==> src/rtl/tm1638_pkg.sv <==
// tm1638_pkg: shared command encodings, bit positions, FSM states and the
// key-scan frame builder for the TM1638 responder.
package tm1638_pkg;

  localparam int RAM_DEPTH = 16;
  localparam int ADDR_W    = 4;
  localparam int KEY_BITS  = 32;

  // First-byte prefixes, bits [7:6]
  localparam logic [1:0] CMD_DATA = 2'b01;
  localparam logic [1:0] CMD_DISP = 2'b10;
  localparam logic [1:0] CMD_ADDR = 2'b11;

  // Data-command bit positions
  localparam int DATA_READ_BIT  = 1;
  localparam int DATA_FIXED_BIT = 2;

  // Display-control bit positions
  localparam int DISP_ON_BIT = 3;
  localparam int DISP_BR_MSB = 2;

  typedef enum logic [2:0] {
    ST_IDLE,
    ST_CMD,
    ST_WDATA,
    ST_RDATA,
    ST_IGNORE
  } state_t;

  // Four key bytes sent LSB first: byte n carries S(n+1) in bit 0 and
  // S(n+5) in bit 4; the remaining bits are always zero.
  function automatic logic [KEY_BITS-1:0] key_frame(input logic [7:0] k);
    logic [KEY_BITS-1:0] f;
    f = '0;
    for (int n = 0; n < 4; n++) begin
      f[8*n]     = k[n];
      f[8*n + 4] = k[n + 4];
    end
    return f;
  endfunction

endpackage

==> src/rtl/tm1638_sync_edge.sv <==
// tm1638_sync_edge: multi-flop synchronizer for one pin with rise/fall pulses.
// Ports: clk, rst (async active-low), d (raw pin), q (synchronized level),
//        rise/fall (one-clk pulses, valid the cycle q changes).
module tm1638_sync_edge #(
  parameter int   SYNC_STAGES = 2,
  parameter logic RESET_VAL   = 1'b1
) (
  input  logic clk,
  input  logic rst,
  input  logic d,
  output logic q,
  output logic rise,
  output logic fall
);

  logic [SYNC_STAGES-1:0] sync_q;
  logic                   q_d;

  always_ff @(posedge clk or negedge rst) begin
    if (!rst) begin
      sync_q <= {SYNC_STAGES{RESET_VAL}};
      q_d    <= RESET_VAL;
    end else begin
      sync_q <= {sync_q[SYNC_STAGES-2:0], d};
      q_d    <= sync_q[SYNC_STAGES-1];
    end
  end

  assign q    = sync_q[SYNC_STAGES-1];
  assign rise = q & ~q_d;
  assign fall = ~q & q_d;

endmodule

==> src/rtl/tm1638_responder.sv <==
// tm1638_responder: slave side of the TM1638 STB/CLK/DIO bus.
// Ports: clk, rst (async active-low); stb/sclk/dio_in bus pins from master;
//        dio_out/dio_oe DIO drive while returning key bytes; keys[7:0] S1..S8;
//        disp_addr/disp_data registered display-RAM read port;
//        display_on/brightness display-control state;
//        disp_update pulse after a frame that wrote RAM; cmd_error pulse on a
//        first byte with prefix 00.
module tm1638_responder
  import tm1638_pkg::*;
#(
  parameter int SYNC_STAGES = 2,
  parameter int RAM_DEPTH   = tm1638_pkg::RAM_DEPTH
) (
  input  logic              clk,
  input  logic              rst,
  input  logic              stb,
  input  logic              sclk,
  input  logic              dio_in,
  output logic              dio_out,
  output logic              dio_oe,
  input  logic [7:0]        keys,
  input  logic [ADDR_W-1:0] disp_addr,
  output logic [7:0]        disp_data,
  output logic              display_on,
  output logic [2:0]        brightness,
  output logic              disp_update,
  output logic              cmd_error
);

  logic stb_s, stb_rise, stb_fall;
  logic sclk_s_unused, sclk_rise, sclk_fall;
  logic dio_s, dio_rise_unused, dio_fall_unused;

  // Idle bus level is high on every pin.
  tm1638_sync_edge #(.SYNC_STAGES(SYNC_STAGES), .RESET_VAL(1'b1)) u_stb (
    .clk(clk), .rst(rst), .d(stb), .q(stb_s), .rise(stb_rise), .fall(stb_fall));
  tm1638_sync_edge #(.SYNC_STAGES(SYNC_STAGES), .RESET_VAL(1'b1)) u_sclk (
    .clk(clk), .rst(rst), .d(sclk), .q(sclk_s_unused), .rise(sclk_rise), .fall(sclk_fall));
  tm1638_sync_edge #(.SYNC_STAGES(SYNC_STAGES), .RESET_VAL(1'b1)) u_dio (
    .clk(clk), .rst(rst), .d(dio_in), .q(dio_s), .rise(dio_rise_unused), .fall(dio_fall_unused));

  state_t              state, state_n;
  logic [2:0]          bit_cnt;
  logic [6:0]          byte_sr;
  logic [7:0]          byte_val;
  logic [ADDR_W-1:0]   wr_addr;
  logic                fixed_mode;
  logic                frame_wrote;
  logic [KEY_BITS-1:0] rd_sr;
  logic [5:0]          rd_cnt;
  logic [7:0]          ram [RAM_DEPTH];

  logic shift_en, byte_done, wr_en, rd_last;

  // Bits are collected in every frame state except RDATA, so IGNORE keeps
  // framing without acting on anything.
  assign shift_en  = !stb_s && sclk_rise &&
                     (state == ST_CMD || state == ST_WDATA || state == ST_IGNORE);
  assign byte_done = shift_en && (bit_cnt == 3'd7);
  assign byte_val  = {dio_s, byte_sr};
  assign wr_en     = byte_done && (state == ST_WDATA);
  assign rd_last   = (rd_cnt == 6'(KEY_BITS));

  always_ff @(posedge clk or negedge rst) begin
    if (!rst) state <= ST_IDLE;
    else      state <= state_n;
  end

  // NOTE: every output of a combinational block is defaulted first so no
  // path leaves it unassigned, which would otherwise infer a latch.
  always_comb begin
    state_n = state;
    if (stb_s) begin
      state_n = ST_IDLE;
    end else if (stb_fall) begin
      state_n = ST_CMD;
    end else begin
      case (state)
        ST_CMD: begin
          if (byte_done) begin
            case (byte_val[7:6])
              CMD_DATA: state_n = byte_val[DATA_READ_BIT] ? ST_RDATA : ST_IGNORE;
              CMD_ADDR: state_n = ST_WDATA;
              default:  state_n = ST_IGNORE;
            endcase
          end
        end
        ST_RDATA: if (sclk_fall && rd_last) state_n = ST_IGNORE;
        default:  state_n = state;
      endcase
    end
  end

  // NOTE: sequential state is updated with non-blocking assignments so every
  // register samples pre-edge values regardless of statement order.
  always_ff @(posedge clk or negedge rst) begin
    if (!rst) begin
      bit_cnt     <= '0;
      byte_sr     <= '0;
      wr_addr     <= '0;
      fixed_mode  <= 1'b0;
      frame_wrote <= 1'b0;
      rd_sr       <= '0;
      rd_cnt      <= '0;
      dio_oe      <= 1'b0;
      dio_out     <= 1'b1;
      display_on  <= 1'b0;
      brightness  <= '0;
      disp_update <= 1'b0;
      cmd_error   <= 1'b0;
    end else begin
      disp_update <= 1'b0;
      cmd_error   <= 1'b0;
      if (stb_s) begin
        // Frame end or abort: drop any partial byte and release DIO.
        bit_cnt <= '0;
        rd_cnt  <= '0;
        dio_oe  <= 1'b0;
        dio_out <= 1'b1;
        if (stb_rise) begin
          disp_update <= frame_wrote;
          frame_wrote <= 1'b0;
        end
      end else begin
        if (shift_en) begin
          byte_sr <= byte_val[7:1];
          bit_cnt <= bit_cnt + 3'd1;
        end
        if (byte_done) begin
          case (state)
            ST_CMD: begin
              case (byte_val[7:6])
                CMD_DATA: begin
                  if (byte_val[DATA_READ_BIT]) begin
                    rd_sr  <= key_frame(keys);
                    rd_cnt <= '0;
                  end else begin
                    fixed_mode <= byte_val[DATA_FIXED_BIT];
                  end
                end
                CMD_DISP: begin
                  display_on <= byte_val[DISP_ON_BIT];
                  brightness <= byte_val[DISP_BR_MSB:0];
                end
                CMD_ADDR: wr_addr   <= byte_val[ADDR_W-1:0];
                default:  cmd_error <= 1'b1;
              endcase
            end
            ST_WDATA: begin
              frame_wrote <= 1'b1;
              if (!fixed_mode) wr_addr <= wr_addr + 1'b1;
            end
            default: ;
          endcase
        end
        if (state == ST_RDATA) begin
          if (sclk_rise) rd_cnt <= rd_cnt + 6'd1;
          if (sclk_fall) begin
            if (rd_last) begin
              dio_oe  <= 1'b0;
              dio_out <= 1'b1;
            end else begin
              dio_oe  <= 1'b1;
              dio_out <= rd_sr[0];
              rd_sr   <= {1'b0, rd_sr[KEY_BITS-1:1]};
            end
          end
        end
      end
    end
  end

  // NOTE: the display RAM is cleared by reset because the emulated panel must
  // come up blank; it is small enough to live in flops.
  always_ff @(posedge clk or negedge rst) begin
    if (!rst) begin
      for (int i = 0; i < RAM_DEPTH; i++) ram[i] <= '0;
      disp_data <= '0;
    end else begin
      if (wr_en) ram[wr_addr] <= byte_val;
      disp_data <= ram[disp_addr];
    end
  end

endmodule

==> config.mk <==
export PLATFORM = sky130hd
export DESIGN_NAME = tm1638_responder
export DESIGN_NICKNAME = d
export VERILOG_FILES = /design/src/rtl/tm1638_pkg.sv /design/src/rtl/tm1638_sync_edge.sv /design/src/rtl/tm1638_responder.sv
export SDC_FILE = /design/constraint.sdc
export NUM_CORES = 1
export LEC_CHECK = 0
export BUFFER_PORTS_ARGS = -buffer_cell sky130_fd_sc_hd__buf_2
export CAP_MARGIN = 40
export CORE_UTILIZATION = 58
export CTS_BUF_LIST = sky130_fd_sc_hd__clkbuf_4 sky130_fd_sc_hd__clkbuf_8
export CTS_CLUSTER_SIZE = 28
export DETAILED_ROUTE_END_ITERATION = 8
export PLACE_DENSITY = 0.84
export REMOVE_ABC_BUFFERS = 1
export SLEW_MARGIN = 20
export SYNTH_ARGS = -nofsm -noshare
export SYNTH_HDL_FRONTEND = slang
export SYNTH_SLANG_ARGS = --single-unit
==> constraint.sdc <==
create_clock -name clk -period 1.95 [get_ports clk]
set_input_delay 0.0975 -clock clk [delete_from_list [all_inputs] [get_ports clk]]
set_output_delay 0.0975 -clock clk [all_outputs]
set_load 0.005 [all_outputs]
==> metrics.yaml, run 1 <==
run_status:
  status: "finished with violations"
  violations: "setup timing"
sta:
  skew_ns: 0.0147
  min_period_over_period_pct: 100
  hold_slack_ns: 0.0346
  tightest_slew_ns: 0.718
  hold_viol: 0
  finalWorstSetupSlack_ns: -0.00638
  fin_crit_ns: 1.96
  maxSlewViolCount: 0
  fmax_mhz: 511
  rsz0062_at_grt: "yes"
  setup_viol: 1
  relSlewSlack_pct: 52.2
placement:
  dp_hpwl_um: 13300
  place_ws_ns: -0.0985
  io_buffers: 32
  place_inst: 895
  place_congestion: 0.868
synth:
  syn_area_mm2: 0.00935
  synth.distinct_cells: 53
  synthCells: 646
  seq_area_frac_synth_pct: 56.0
  synthArstFlopShare_pct: 100
  ys_ff_latch: 209
  synth.avg_cell_area_um2: 14.5
  synth-edff-count: 0
  yosysWarnings: 0
  ys.flop_type: "dfrtp_1"
final_layout:
  postLayoutCoreUtil_pct: 72.0
  n_antenna_cell: 0
  area_delta_synth_final_pct: 21.8
  final_cells: 977
  drive_gt1_share_pct: 49.9
  fill_cells: 888
  fin_nets: 761
setup_path:
  startpoint: "state[2]"
  crit_required_ns: 2.37
  r2r_cells: 7
  arrival_ns: 2.38
  reg2reg_to: "rd_sr[16]"
  path_class: "reg -> reg"
  rrSetupSlack_ns: -0.006
  r2r-start: "state[2]"
  endpoint_kind: "flip-flop"
  worstPathMaxFanout: 8
  setup.worst_path.start_class: "flip-flop"
  endpoint: "rd_sr[16]"
detailed_routing:
  num_vias: 6141
  via_per_inst: 6.29
  wire_per_inst_um: 22.5
  ant_nets: 0
  drc_errors: 0
  drtPass1Iterations: 5
  wl_um: 22000
  drt_iter0_drc: 454
die:
  die_h_um: 129
  die-area_mm2: 0.0166
  core_area_mm2: 0.0158
  start_util_pct: 59.1
  io_pins: 33
  rows: 46
  fp.dieW_um: 129
global_routing:
  first_global_vias: 6409
  grtUsageMet2_pct: 43.0
  track_usage_pct: 26.4
  antenna_found_initial: 0
  grt-busiest-layer: "met2"
  use_met1_pct: 35.3
  grt_use_met3_pct: 4.99
  grt_max_degree: 63
  grt_pass1_wl_um: 33500
  gr-total-overflow: 0
cts:
  clk-insertion-delay-late_ns: 0.51
  htreeDepth: 2
  ctsRootBufferMaster: "clkbuf_8"
  clockBufferDepth: 3
  cts_buffers: 35
  cts_num_sinks: 209
  cts_tree: "done"
  clk_pin_slew_ns: 0.06
power_and_ir_drop:
  power.leakage_uw: 0.00531
  peakVddDrop_mv: 0.450
  power_uw: 9400
  p_per_area_mw_per_mm2: 825
min_path:
  min_path_type: "in -> reg"
run:
  cap_violations: 0
[report_power, final]
part           switching (uW)  internal, uW  leakage, uW
clock                    1680          2560     0.000419
sequential                230          4410      0.00288
combinational             297           215      0.00201
[placed cells by master (no fill, tap or decap), types with 3 or more instances in the layout]
cell	instances
dlygate4sd3_1	12
buf_12	15
ha_1	6
inv_1	8
o22ai_1	4
o2bb2ai_1	16
and3_1	5
nand3b_1	3
buf_4	38
clkbuf_4	12
clkinv_2	3
o21ai_0	27
o22ai_2	4
nand2_1	26
nor2_2	5
a311oi_1	4
buf_2	31
nand3_4	3
dfrtp_1	200
mux4_2	40
nor2_1	8
clkbuf_8	46
nand3_1	13
a2bb2oi_1	9
a21oi_1	6
mux2_4	17
nor3_1	4
dfstp_2	9
mux2_2	126
nand2b_1	3
nor2b_1	5
[how the worst min path moves through the flow]
stage	from	endpoint	slack [ns]	cells after the start
after floorplan	rst	bit_cnt[0]	-0.20	0
after global placement	rst	ram[92]	0.11	1
after detailed placement	rst	ram[68]	0.12	1
after CTS	disp_addr[3]	disp_data[5]	0.02	2
after global routing	disp_addr[3]	disp_data[5]	0.03	2
final	disp_addr[3]	disp_data[5]	0.03	2
[synth_stat cells (2+ instances only)]
cell | instances | share of area [%]
nand3b_1 | 3 | 0.24
and3_1 | 5 | 0.33
xor2_1 | 2 | 0.19
a2bb2oi_1 | 10 | 0.94
mux2i_1 | 2 | 0.21
nor2b_1 | 6 | 0.40
buf_1 | 3 | 0.12
a311oi_1 | 4 | 0.37
nand4_4 | 2 | 0.45
and2_1 | 2 | 0.13
mux2_2 | 141 | 17
buf_2 | 10 | 0.54
dfrtp_1 | 200 | 54
nor3_4 | 2 | 0.35
a41oi_1 | 2 | 0.19
mux4_2 | 40 | 9.6
o2bb2ai_1 | 16 | 1.5
nand3_2 | 3 | 0.32
o211ai_1 | 2 | 0.16
o21ai_0 | 29 | 1.6
dfstp_2 | 9 | 2.5
nand2_2 | 2 | 0.13
ha_1 | 8 | 1.1
clkbuf_1 | 31 | 1.2
nor4_1 | 2 | 0.13
nand3_1 | 13 | 0.70
nor2_1 | 9 | 0.36
and3b_1 | 2 | 0.19
buf_4 | 2 | 0.16
nand2b_1 | 5 | 0.33
nor3_1 | 5 | 0.27
nor2_2 | 6 | 0.40
nand2_1 | 26 | 1.0
o22ai_1 | 9 | 0.60
a21oi_1 | 6 | 0.32
mux2_1 | 2 | 0.24
inv_1 | 8 | 0.32
nor3b_1 | 2 | 0.16
[critical path, cell delays in order, from the launching register on]
cell,delay (ns)
dfrtp_1,0.47
buf_4,0.19
and3b_1,0.28
o211ai_1,0.14
buf_4,0.18
buf_4,0.13
o21ai_4,0.26
a2bb2oi_1,0.21
[cell type report]
class                           instances  area [um^2]  share of cell area, %
Sequential cell                       209         5240                   46.0
Multi-Input combinational cell        382         4140                   36.4
Timing Repair Buffer                  100          922                   8.10
Clock buffer                           57          709                   6.23
Tap cell                              216          270                   2.37
Clock inverter                          5         75.1                  0.659
Inverter                                8         30.0                  0.264
[cell families after synthesis]
logic type / count (synthesis) / share of synthesized area (%)
compound gates: 86 / 6.50
xor+xnor: 2 / 0.187
fa+ha+maj: 8 / 1.07
buf+inv: 55 / 2.50
flops: 209 / 56.0
mux: 185 / 27.1
simple gates: 101 / 6.65
[repair_timing]
item	in CTS	in global routing
cloned	0	1
gates resized for setup	7	46
pin swaps	2	8
hold buffers	12	0
buffers inserted	0	7
endpoints found under the setup margin	122	126
hold endpoints to repair	72	0
[metrics by stage]
stage / TNS, ns / cell area (um^2)
2_1_floorplan: -92.59 / 9150
3_3_place_gp: -0.286 / 10100
3_5_place_dp: -3.82 / 10100
4_1_cts: -0.544 / 11100
5_1_grt: -1.95 / 11400
6_report: -0.00638 / 11400
[sequential cells by signal, indices dropped and copies added (netlist names)]
register and cells:
dio_oe 1, rd_cnt 6, bit_cnt 3, u_stb.q_d 1, byte_sr 7, u_dio.sync_q 2
frame_wrote 1, u_sclk.q_d 1, brightness 3, display_on 1, u_sclk.sync_q 2, u_stb.sync_q 2
cmd_error 1, fixed_mode 1, rd_sr 32, disp_data 8, wr_addr 4, state 3
ram 128, dio_out 1, disp_update 1
[metal layers]
layer | part of all wire, % | vias to the layer above
li1 | - | 2597
met1 | 41 | 3209
met2 | 50 | 260
met3 | 5.4 | 75
met4 | 3.4 | 0
met5 | 0 | -
(Power assumes the default switching activity.)
==> run 2: changes to the inputs <==
==> constraint.sdc (replaced) <==
create_clock -name clk -period 1.95 [get_ports clk]
set_input_delay 0 -clock clk [delete_from_list [all_inputs] [get_ports clk]]
set_output_delay 0 -clock clk [all_outputs]
set_load 0.005 [all_outputs]
==> metrics.yaml, run 2 (synthesized netlist as in run 1, its figures left out) <==
setup_path:
  arrival_ns: 2.34
  path_class: "reg -> reg"
  crit_required_ns: 2.35
  rrSetupSlack_ns: 0.01
  endpoint_kind: "flip-flop"
  r2r_cells: 6
  worstPathMaxFanout: 3
  setup.worst_path.start_class: "flip-flop"
sta:
  setup_viol: 0
  relSlewSlack_pct: 50.9
  fin_crit_ns: 1.94
  finalWorstSetupSlack_ns: 0.0103
  hold_slack_ns: 0.0152
  fmax_mhz: 516
  maxSlewViolCount: 0
  skew_ns: 0.0302
  hold_viol: 0
  min_period_over_period_pct: 99.5
  rsz0062_at_grt: "yes"
  tightest_slew_ns: 0.736
global_routing:
  antenna_found_initial: 0
  grt_pass1_wl_um: 34100
  grt_use_met3_pct: 6.03
  track_usage_pct: 27.2
  first_global_vias: 6386
  use_met1_pct: 35.7
  grt_max_degree: 61
  grt-busiest-layer: "met2"
  gr-total-overflow: 0
  grtUsageMet2_pct: 44.8
cts:
  htreeDepth: 2
  ctsRootBufferMaster: "clkbuf_8"
  cts_buffers: 36
  clockBufferDepth: 3
  clk-insertion-delay-late_ns: 0.54
  cts_tree: "done"
  clk_pin_slew_ns: 0.06
  cts_num_sinks: 209
power_and_ir_drop:
  switching_share_pct: 25.5
  switchingPower_uw: 2330
  comb_power_share_pct: 5.5
  power_uw: 9140
  seqPwrFrac_pct: 50.8
  power.leakage_uw: 0.00522
  peakVddDrop_mv: 0.437
  power.internal_uw: 6810
  p_per_area_mw_per_mm2: 823
  power.share.clock_pct: 43.7
final_layout:
  final_cell_mix: "dfrtp_1, mux2_2, clkbuf_8"
  largest_register_ffs: 128
  area_delta_synth_final_pct: 18.7
  final_cells: 969
  fin_nets: 755
  drive_gt1_share_pct: 48.1
  regArea_mm2: 0.00524
  fill_cells: 954
  largest-register: "ram"
  multi_input_area_mm2: 0.00398
  n_antenna_cell: 0
  layout_commonest_cell: "dfrtp_1"
  reg_top3: "ram (128), rd_sr (32), disp_data (8)"
detailed_routing:
  drt_iter0_drc: 529
  ant_nets: 0
  num_vias: 6084
  drc_errors: 0
  drtPass1Iterations: 5
  wire_per_inst_um: 22.1
  via_per_inst: 6.28
  wl_um: 21400
placement:
  dp_hpwl_um: 13100
  io_buffers: 32
  place_ws_ns: -0.124
  place_congestion: 0.851
  place_inst: 890
die:
  io_pins: 33
  core_area_mm2: 0.0158
  fp.dieW_um: 129
  die_h_um: 129
  start_util_pct: 59.1
  die-area_mm2: 0.0166
  rows: 46
min_path:
  min_path_type: "in -> async"
run:
  cap_violations: 0
run_status:
  status: "finished clean"
## run 2: changes by cell type in the layout (fill, tap and decap cells not counted), sizes merged
| cell | previous run | this run |
|---|---|---|
| bufinv | 2 | 0 |
| buf | 86 | 79 |
| clkbuf | 59 | 51 |
| dlygate4sd3 | 12 | 13 |
| clkinv | 3 | 8 |
| clkinvlp | 0 | 1 |
| inv | 8 | 10 |
## run 2: layer usage
layer / vias up / share of wire [%] / routed length (um)
li1: 2569 / - / -
met1: 3247 / 42 / 9080
met2: 211 / 50 / 10700
met3: 57 / 4.7 / 1010
met4: 0 / 2.6 / 558
met5: - / 0 / 0
## run 2: final timing paths
path / startpoint / end
worst max-delay path: bit_cnt[0] / state[1]
worst min-delay path: rst / ram[84]
worst max register to register: bit_cnt[0] / state[1]
worst min register to register: u_dio.sync_q[0] / u_dio.sync_q[1]
max in group asynchronous: rst / ram[4]
min in group clk: disp_addr[2] / disp_data[3]
## run 2: through the flow
| step | utilization, % | setup TNS [ns] | cell area, um^2 |
|---|---|---|---|
| floorplan | - | -92.59 | 9150 |
| CTS | 69.5 | -0.214 | 11000 |
| detailed placement | 63.9 | -1.92 | 10100 |
| global route | 70.2 | -0.318 | 11100 |
| finish | 70.2 | 0 | 11100 |
| global placement | 63.9 | 0 | 10100 |
## run 2: critical path, cell delays in order, from the launching register on
cell,delay (ns)
dfrtp_1,0.38
ha_1,0.21
ha_2,0.19
nor4bb_4,0.16
a2111oi_2,0.35
buf_4,0.20
mux2_2,0.33
## run 2: final cells by class
type,instances,share of cell area [%]
sequential,209,47.2
clock inverter,11,0.586
inverter,8,0.270
timing repair buffer,93,7.81
clock buffer,50,5.91
multi-input combinational,382,35.8
tap,216,2.43
## run 2: repair_timing
action | in CTS | in global routing
resized for setup | 7 | 14
hold buffers | 13 | 0
setup buffers | 0 | 5
hold endpoints to repair | 219 | 0
setup endpoints to repair | 60 | 149
pin swaps | 2 | 6
## run 2: power groups by stage
stage / registers, uW / logic (uW) / clock network, uW
after global routing: 4660 / 543 / 4230
final: 4640 / 499 / 4000
after CTS: 4630 / 490 / 4020
after floorplan: 4640 / 161 / 0
after detailed placement: 4710 / 463 / 0
after global placement: 4690 / 447 / 0
==> run 3: changes to the inputs <==
- BUFFER_PORTS_ARGS: -buffer_cell sky130_fd_sc_hd__buf_2 -> -buffer_cell sky130_fd_sc_hd__clkbuf_2
==> metrics.yaml, run 3 (synthesized netlist as in run 1, its figures left out) <==
detailed_routing:
  wire_per_inst_um: 21.7
  ant_nets: 0
  via_per_inst: 6.12
  wl_met3_um: 879
  drc_errors: 0
  drt-met1-wl_um: 8870
  drt_iter0_drc: 475
  wl_um: 21100
  num_vias: 5957
  wl_met2_um: 10800
  drtPass1Iterations: 5
  top_layer: "met4"
power_and_ir_drop:
  power.leakage_uw: 0.00527
  power.internal_uw: 7280
  power.share.clock_pct: 46.2
  p_per_area_mw_per_mm2: 854
  switchingPower_uw: 2290
  switching_share_pct: 24.0
  comb_power_share_pct: 5.3
  seqPwrFrac_pct: 48.5
  peakVddDrop_mv: 0.426
sta:
  fin_crit_ns: 1.90
  skew_ns: 0.0245
  relSlewSlack_pct: 49.0
  finalWorstSetupSlack_ns: 0.0522
  setup_viol: 0
  tightest_slew_ns: 0.765
  min_period_over_period_pct: 97.3
  rsz0062_at_grt: "yes"
  hold_viol: 0
  maxSlewViolCount: 0
  fmax_mhz: 527
setup_path:
  endpoint_kind: "flip-flop"
  setup.worst_path.start_class: "flip-flop"
  path_class: "reg -> reg"
  r2r-start: "state[1]"
  arrival_ns: 2.29
  worstPathMaxFanout: 8
  crit_required_ns: 2.34
  startpoint: "state[1]"
global_routing:
  grt_max_degree: 62
  track_usage_pct: 26.9
  gr-total-overflow: 0
  first_global_vias: 6289
  antenna_found_initial: 0
  grt_pass1_wl_um: 33800
final_layout:
  reg_top3: "ram (128), rd_sr (32), disp_data (8)"
  n_antenna_cell: 0
  layout_commonest_cell: "dfrtp_1"
  drive_gt1_share_pct: 48.2
  fin_nets: 755
  area_delta_synth_final_pct: 19.9
  final_cell_mix: "dfrtp_1, mux2_2, clkbuf_8"
  postLayoutCoreUtil_pct: 70.9
  largest_register_ffs: 128
  largest-register: "ram"
cts:
  cts_buffers: 35
  cts_tree: "done"
  clockBufferDepth: 3
  cts_num_sinks: 209
  clk-insertion-delay-late_ns: 0.51
  ctsRootBufferMaster: "clkbuf_8"
  htreeDepth: 2
  clk_pin_slew_ns: 0.07
die:
  core_area_mm2: 0.0158
  die_h_um: 129
  fp.dieW_um: 129
  io_pins: 33
  die-area_mm2: 0.0166
  rows: 46
  start_util_pct: 59.1
placement:
  dp_hpwl_um: 13100
  place_congestion: 0.825
  place_ws_ns: -0.0530
  io_buffers: 32
run:
  cap_violations: 0
min_path:
  min_path_type: "in -> async"
run_status:
  status: "finished clean"
-- run 3: final timing paths --
| path | to | cells after the start | slack [ns] |
|---|---|---|---|
| hold reg to reg | u_stb.sync_q[1] | 0 | 0.35 |
| max in group asynchronous | brightness[1] | 3 | 1.18 |
| min in group clk | disp_data[7] | 2 | 0.10 |
| hold / removal | ram[93] | 2 | 0.04 |
| setup reg to reg | ram[112] | 6 | 0.05 |
| setup / recovery | ram[112] | 6 | 0.05 |
-- run 3: power by group through the flow --
stage	sequential (uW)	clock (uW)	combinational, uW
floorplan	4640	0	161
global placement	4690	0	452
detailed placement	4710	0	471
CTS	4640	4470	501
global route	4660	4690	552
finish	4650	4420	506
-- run 3: timing repair --
action / in CTS / in global routing
hold endpoints to repair: 208 / 0
resized for setup: 1 / 21
buffers inserted: 1 / 2
hold buffers: 13 / 0
endpoints found under the setup margin: 16 / 123
pin swaps: 1 / 4
-- run 3: final cells by class --
class / instances / area (um^2)
multi-input cells: 382 / 3980
clock buffers: 54 / 687
inverters: 8 / 30.0
flip-flops and latches: 209 / 5240
well taps: 216 / 270
repair buffers: 94 / 871
fillers: 925 / 4610
clock inverters: 10 / 131
-- run 3: layer usage --
metal	track usage, %	vias to the layer above
met5	0	-
met4	10.2	0
met3	4.53	54
met2	45.1	176
met1	35.6	3149
li1	-	2578
-- run 3: critical path: stages (launching register included) --
cell	delay, ns
dfrtp_1	0.42
nor3b_1	0.36
nand3b_1	0.16
buf_6	0.18
nor2_2	0.17
buf_12	0.16
mux2_2	0.35
-- run 3: metrics by stage --
step / TNS (ns) / hold WS [ns] / cell area, um^2 / instances / power, uW
floorplan: -92.59 / -0.296 / 9150 / 599 / 4800
global placement: 0 / 0.0153 / 10100 / 893 / 5140
detailed placement: -0.212 / 0.0274 / 10100 / 893 / 5180
CTS: 0 / 0.0559 / 11100 / 971 / 9600
global route: -1.25 / 0.0769 / 11200 / 973 / 9900
finish: 0 / 0.0384 / 11200 / 973 / 9580
